[src/rtl/peripheral_mult.sv]
// peripheral_mult -- register-mapped 16x16 unsigned shift-add multiplier.
//
// Software writes operands A (0x0) and B (0x2), then writes INIT (0x4) with
// bit0=1 to start. The FSM snapshots A/B and runs 16 shift-add steps, one
// per clock. After the last step it raises done. The 32-bit product is
// readable at 0x6 (low half) and 0x8 (high half). DONE status is at 0xA.
//
// Ports:
//   clk    in   1  system clock, rising edge
//   rst    in   1  synchronous active-high reset
//   d_in   in  16  write data
//   cs     in   1  chip select; qualifies writes only
//   addr   in   4  register address (even addresses mapped)
//   rd     in   1  read enable; d_out is combinational from addr
//   wr     in   1  write enable
//   d_out  out 16  read data; zero when rd=0 or addr unmapped
module peripheral_mult (
  input  logic        clk,
  input  logic        rst,
  input  logic [15:0] d_in,
  input  logic        cs,
  input  logic [3:0]  addr,
  input  logic        rd,
  input  logic        wr,
  output logic [15:0] d_out
);

  localparam logic [3:0] ADDR_A     = 4'h0;
  localparam logic [3:0] ADDR_B     = 4'h2;
  localparam logic [3:0] ADDR_INIT  = 4'h4;
  localparam logic [3:0] ADDR_PP_LO = 4'h6;
  localparam logic [3:0] ADDR_PP_HI = 4'h8;
  localparam logic [3:0] ADDR_DONE  = 4'hA;

  typedef enum logic [1:0] {
    S_IDLE,
    S_RUN,
    S_DONE
  } state_t;

  state_t      state_q,   state_d;
  logic [15:0] a_q,       a_d;
  logic [15:0] b_q,       b_d;
  logic [31:0] op_a_q,    op_a_d;     // multiplicand, shifted left each step
  logic [15:0] op_b_q,    op_b_d;     // multiplier, shifted right each step
  logic [31:0] product_q, product_d;
  logic [3:0]  count_q,   count_d;    // steps already completed in RUN
  logic        done_q,    done_d;

  logic we;
  logic start;

  // Next-state and datapath.
  // NOTE: every signal assigned in this block gets a default first, so no
  // path leaves it unassigned and no latch is inferred.
  always_comb begin
    state_d   = state_q;
    a_d       = a_q;
    b_d       = b_q;
    op_a_d    = op_a_q;
    op_b_d    = op_b_q;
    product_d = product_q;
    count_d   = count_q;
    done_d    = done_q;

    we = cs & wr;

    if (we && (addr == ADDR_A)) a_d = d_in;
    if (we && (addr == ADDR_B)) b_d = d_in;

    // INIT during RUN is ignored, so a held INIT write starts one operation.
    start = we && (addr == ADDR_INIT) && d_in[0] && (state_q != S_RUN);

    case (state_q)
      S_IDLE, S_DONE: begin
        if (start) begin
          op_a_d    = {16'h0000, a_q};
          op_b_d    = b_q;
          product_d = '0;
          count_d   = '0;
          done_d    = 1'b0;
          state_d   = S_RUN;
        end
      end
      S_RUN: begin
        if (op_b_q[0]) product_d = product_q + op_a_q;
        op_a_d  = op_a_q << 1;
        op_b_d  = op_b_q >> 1;
        count_d = count_q + 4'd1;
        // The 16th step and done share an edge.
        if (count_q == 4'd15) begin
          state_d = S_DONE;
          done_d  = 1'b1;
        end
      end
      default: state_d = S_IDLE;
    endcase
  end

  // NOTE: state registers use non-blocking assignments so every flop
  // samples its pre-edge inputs, independent of statement order.
  // NOTE: reset is synchronous; the block holds only a few scalar registers
  // and no memory array, so every flop is cleared.
  always_ff @(posedge clk) begin
    if (rst) begin
      state_q   <= S_IDLE;
      a_q       <= '0;
      b_q       <= '0;
      op_a_q    <= '0;
      op_b_q    <= '0;
      product_q <= '0;
      count_q   <= '0;
      done_q    <= 1'b0;
    end else begin
      state_q   <= state_d;
      a_q       <= a_d;
      b_q       <= b_d;
      op_a_q    <= op_a_d;
      op_b_q    <= op_b_d;
      product_q <= product_d;
      count_q   <= count_d;
      done_q    <= done_d;
    end
  end

  // Read mux: purely combinational from rd, addr and register contents.
  // cs does not gate reads.
  always_comb begin
    d_out = '0;
    if (rd) begin
      case (addr)
        ADDR_A:     d_out = a_q;
        ADDR_B:     d_out = b_q;
        ADDR_PP_LO: d_out = product_q[15:0];
        ADDR_PP_HI: d_out = product_q[31:16];
        ADDR_DONE:  d_out = {15'h0000, done_q};
        default:    d_out = '0;
      endcase
    end
  end

endmodule

[config.mk]
export PLATFORM = sky130hd
export DESIGN_NAME = peripheral_mult
export DESIGN_NICKNAME = d
export VERILOG_FILES = /design/src/rtl/peripheral_mult.sv
export SDC_FILE = /design/constraint.sdc
export NUM_CORES = 1
export LEC_CHECK = 0
export CAP_MARGIN = 10
export CORE_ASPECT_RATIO = 0.8
export CORE_UTILIZATION = 55
export DETAILED_ROUTE_END_ITERATION = 10
export MAX_ROUTING_LAYER = met4
export PLACE_DENSITY = 0.75
export RECOVER_POWER = 100
export SLEW_MARGIN = 20
export SYNTH_ARGS = -nofsm -noshare
export SYNTH_HDL_FRONTEND = slang
export SYNTH_SLANG_ARGS = --single-unit
[constraint.sdc]
create_clock -name clk -period 7.4 [get_ports clk]
set_input_delay 1.48 -clock clk [delete_from_list [all_inputs] [get_ports clk]]
set_output_delay 1.48 -clock clk [all_outputs]
set_load 0.01 [all_outputs]
# Yosys cells after proc, flatten, opt, wreduce, memory -nomap -nowiden

Cells that the tools add are included.

Register bits: 119
Bits in latches: 0
Bits in writable memories: 0
Memory bits (read-only): 0
Input port bits: 25
Output and inout port bits: 16
Word-level logic and storage cells: 53
Memories: 0

Add/sub/neg operators: 2
$mul: 0
Divide/modulo/power cells: 0
Magnitude comparators: 0
Equal/unequal tests: 12
Shifts and indexed selects: 0
Mux-type cells: 17
Bitwise operators: 1
Reductions and logical operators: 13

Operator list:

| operator            | count |
|---|---|
| $pmux 32 s2         | 2 |
| $mux 32             | 3 |
| $pmux 16 s5         | 1 |
| $add 32x32->32      | 1 |
| $mux 16             | 2 |
| $pmux 16 s2         | 1 |
| $eq 4x4->1 const B  | 3 |
| $eq 4x3->1 const B  | 2 |
| $pmux 4 s2          | 1 |
| $ne 2x2->1 const B  | 3 |
| $reduce_and 3->1    | 2 |
| $logic_and 1x1->1   | 5 |
| $add 4x1->4 const B | 1 |
| $eq 4x2->1 const B  | 1 |
| $logic_not 4->1     | 1 |
| $mux 2              | 2 |
| $mux 4              | 1 |
| $pmux 2 s2          | 1 |
| $reduce_and 2->1    | 2 |
| $eq 2x1->1 const B  | 1 |
| $eq 2x2->1 const B  | 1 |
| $logic_not 2->1     | 1 |
| $mux 1              | 2 |
| $ne 2x1->1 const B  | 1 |
| 4 further kinds     | 4 |

# Depth between registers and ports, before layout

Word-level depth: 6
Mapped depth: 12

# Worst setup path after synthesis

OpenSTA, ideal clock, no wires.

Kind: input port to output port
From: input addr[0]
To: output d_out[10]
Data arrival time: 2,981 ps
Path slack: 2,939 ps
Cell stages on the path: 5
Buffers on the path: 2
Cells stage by stage: clkbuf_1 > nor4b_1 > clkbuf_1 > a22oi_1 > a21oi_1

Longest elaborated chain between the ends: 3
Elaborated cells on any way between the ends: 7
Those cells by class: eq/ne: 4; mux: 2; reduce/logical: 1

RTL lines:

| element                            | RTL line | RTL |
|---|---|---|
| start: declaration                 | 22       | `input logic [3:0] addr,` |
| $eq 4x4->1 (tied with other cells) | 131      | `case (addr)` |
| $pmux 16 s5 (*)                    | 131      |  |
| $mux 16 (*)                        | 130      | `if (rd) begin` |
| end: declaration                   | 25       | `output logic [15:0] d_out` |

Mark *: on every way between the ends. The rest lies on a longest branch, timed or not.

# Worst setup path after layout

From: input addr[3]
To: output d_out[12]

Same word-level chain as after synthesis.

==> run_results.csv <==
group,metric,value,unit
timing,max_freq,152,MHz
route,num_vias,6297,
yosys,yosysSeqAreaShare,0.368,
power_and_ir_drop,sw_frac_of_total,0.236,
grt,antenna_found_initial,0,
yosys,yosysWarnings,0,
critical_path,worst_path_max_delay_cell,"nor3_1",
grt,grt_max_degree,106,
placement,place_hpwl,13000,µm
route,firstDrtPassIters,6,
floorplan,num_rows,35,
yosys,ys_types,58,
finish,drive_gt1_frac,0.0669,
clock_tree,cts.sinks,119,
critical_path,max_stage_delay,1.59,ns
route,routed_via_density,6.30,
timing,maxSlewHeadroom,-1.24,
route,drc_errors,0,
critical_path,cp_data_arrival_time,5.09,ns
grt,grt_pass1_wl,29700,µm
power_and_ir_drop,leakagePower,0.00279,µW
yosys,synth_nets,888,
grt,grt_overflow,0,
timing,finalSetupTns,0,ns
timing,rsz0062_at_grt,"no",
critical_path,critPathCapture,"d_out[12]",
timing,final.setup_skew,0.0130,ns
route,routed_wirelength,18800,µm
yosys,avgSynthCellArea,7.79,µm²
power_and_ir_drop,p_comb_frac,0.032,
timing,hold_viol_final,0,
critical_path,r2r_end,"count_q[0]",
power_and_ir_drop,pwr_density_cell,199,nW/µm²
clock_tree,cts_tree,"built",
critical_path,reg2reg_depth,4,
critical_path,startpoint_type,"input pin",
floorplan,ios,41,
yosys,synth_top_flop_cell,"dfxtp_1",
power_and_ir_drop,clockPowerShare,0.532,
clock_tree,ctsResizeCount,0,
clock_tree,cts_made_buffers,17,
grt,grt_pass1_vias,5556,
finish,synthToLayoutAreaGrowth,15.3,%
power_and_ir_drop,p_seq_frac,0.436,
finish,n_antenna_cell,0,
critical_path,cp_max_fo,18,
critical_path,critPathTopFamily,"simple AND/OR/NAND/NOR gates",
floorplan,die_h,99.0,µm
power_and_ir_drop,internal-power,1130,µW
grt,groute.usage.overall,0.328,
critical_path,critPathKind,"in -> out",
timing,post-route-period-util,0.888,
power_and_ir_drop,p_switching,350,µW
run,drv_cap,3,
yosys,synth-async-reset-ratio,0,
critical_path,end_kind,"output port",
outcome,violations,"max-capacitance violations, max-slew violations",
timing,holdWs,0.476,ns
timing,tightestPinTransition,3.36,ns
floorplan,start_util,0.564,
clock_tree,root_buffer,"clkbuf_16",
critical_path,timing.rr.start,"state_q[0]",
critical_path,path_buf_inv,2,
clock_tree,post_cts_buffers,0,
floorplan,dieArea,12200,µm²
critical_path,crit_start,"addr[3]",
critical_path,required,5.92,ns
hold_path,hp-class,"reg -> reg",
yosys,synth_edf_count,0,
clock_tree,cts_max_level,4,
power_and_ir_drop,power,1480,µW
critical_path,worstPathCellList,"clkdlybuf4s50_1 -> nand2b_1 -> nor3_1 -> a22oi_1 -> a21oi_1 -> dlygate4sd3_1",
clock_tree,clkTransAtPathRegs,0.06,ns
power_and_ir_drop,ir_drop,187,µV
critical_path,r2r_slack,3.65,ns
route,drt_iter0_drc,583,
timing,slew_violations,90,
clock_tree,hold_buffers,0,
route,routedWlPerCell,18.8,µm
route,ant_nets,0,
placement,place_congestion,0.888,
floorplan,dieWidth,123,µm
outcome,outcome,"finished with violations",
yosys,synth_seq_cells,119,
yosys,netlist_instances,830,
clock_tree,clock_latency,0.42,ns
timing,setup_violations,0,
critical_path,cp.depth,6,
floorplan,coreArea,11500,µm²
placement,io_buffers,40,
finish,fin_nets,898,
timing,fin_crit,6.57,ns
clock_tree,clk_path_buf_depth,2,
yosys,synth_area,6470,µm²
-- worst min-delay path, stage by stage (launching register included) --
cell and delay [ns]:
dfxtp_1 0.32, nand2_1 0.06, a21oi_1 0.05
-- final cells by class --
class | instances | area (µm²)
timing repair buffer | 48 | 463
tap | 148 | 185
fill | 1007 | 4010
sequential | 119 | 2380
clock inverter | 13 | 125
inverter | 14 | 52.6
clock buffer | 18 | 439
multi-input combinational | 640 | 3810
-- power by group through the flow --
stage / clock [µW] / combinational, µW / sequential, µW
finish: 789 / 46.8 / 647
global route: 820 / 50.2 / 646
CTS: 793 / 46.1 / 646
detailed placement: 0 / 45.9 / 660
global placement: 0 / 44.6 / 660
floorplan: 0 / 23.1 / 659
-- sequential cells by signal, indices dropped and copies added, names as in the netlist --
| register | cells |
|---|---|
| a_q | 16 |
| product_q | 32 |
| b_q | 16 |
| done_q | 1 |
| op_a_q | 32 |
| state_q | 2 |
| count_q | 4 |
| op_b_q | 16 |
-- cells in the mapped netlist, types with 3 or more instances --
cell	instances	area, µm²
a211oi_1	4	30.0
o21ai_0	14	70.1
a21oi_1	106	531
and3_1	6	37.5
o21ai_1	5	25.0
clkbuf_1	48	180
dfxtp_1	119	2380
xnor2_1	19	166
a31oi_1	6	37.5
a21oi_2	4	35.0
nor3_1	5	25.0
xor2_1	4	35.0
nor2_1	65	244
nand2_1	171	642
a22o_1	15	131
nor2b_1	5	31.3
mux2i_1	3	30.0
nand3_1	36	180
inv_1	14	52.6
a22oi_1	39	293
buf_2	7	35.0
o211ai_1	3	22.5
a311oi_1	31	272
ha_1	32	400
a21o_1	12	90.1
nand4_1	5	31.3
nand2b_1	7	43.8
-- through the flow --
stage	worst slack (ns)	instances	cell area, µm²	utilization
after floorplan	2.94	830	6470	-
after global placement	1.83	968	6900	0.602
after detailed placement	1.70	968	6910	0.602
after CTS	1.68	999	7470	0.651
after global routing	0.790	1000	7460	0.650
final	0.827	1000	7460	0.650
-- how the worst min path moves through the flow --
stage / depth (start not counted) / end / startpoint / slack (ns)
3_3_place_gp: 1 / count_q[3] / count_q[3] / 0.46
2_1_floorplan: 2 / done_q / done_q / 0.43
5_1_grt: 2 / op_b_q[15] / op_b_q[15] / 0.48
6_report: 2 / a_q[9] / a_q[9] / 0.48
4_1_cts: 2 / op_b_q[15] / op_b_q[15] / 0.47
3_5_place_dp: 2 / op_b_q[15] / op_b_q[15] / 0.47
-- metal layers --
layer / track usage / wire [µm]
met3: 0.0613 / 1580
met4: 0.103 / 480
met1: 0.476 / 8860
met2: 0.456 / 7880
met5: - / 0
-- logic make-up (layout without fill, tap and decap cells) --
family                     after synthesis  count (layout)  share of synthesized area
DFF                                    119             119                      0.368
muxes                                    5               5                    0.00813
xor gates and xnor gates                25              25                     0.0362
buffers and inverters                   71              93                     0.0426
AOI/OAI and AO/OA                      258             258                      0.265
and+or+nand+nor                        319             319                      0.215
adders and majority gates               33              33                     0.0650
-- cell usage in the layout, fill, tap and decap left out, types with 12 or more instances in the layout --
master,instances
a22o_1,15
a21o_1,12
nand3_1,36
a21oi_1,106
clkbuf_16,17
ha_1,32
xnor2_1,19
a22oi_1,39
o21ai_0,14
dfxtp_1,119
nor2_1,65
nand2_1,171
inv_1,14
clkdlybuf4s50_1,22
a311oi_1,31
dlygate4sd3_1,17
Note: power is estimated with default switching activity, not from simulation.
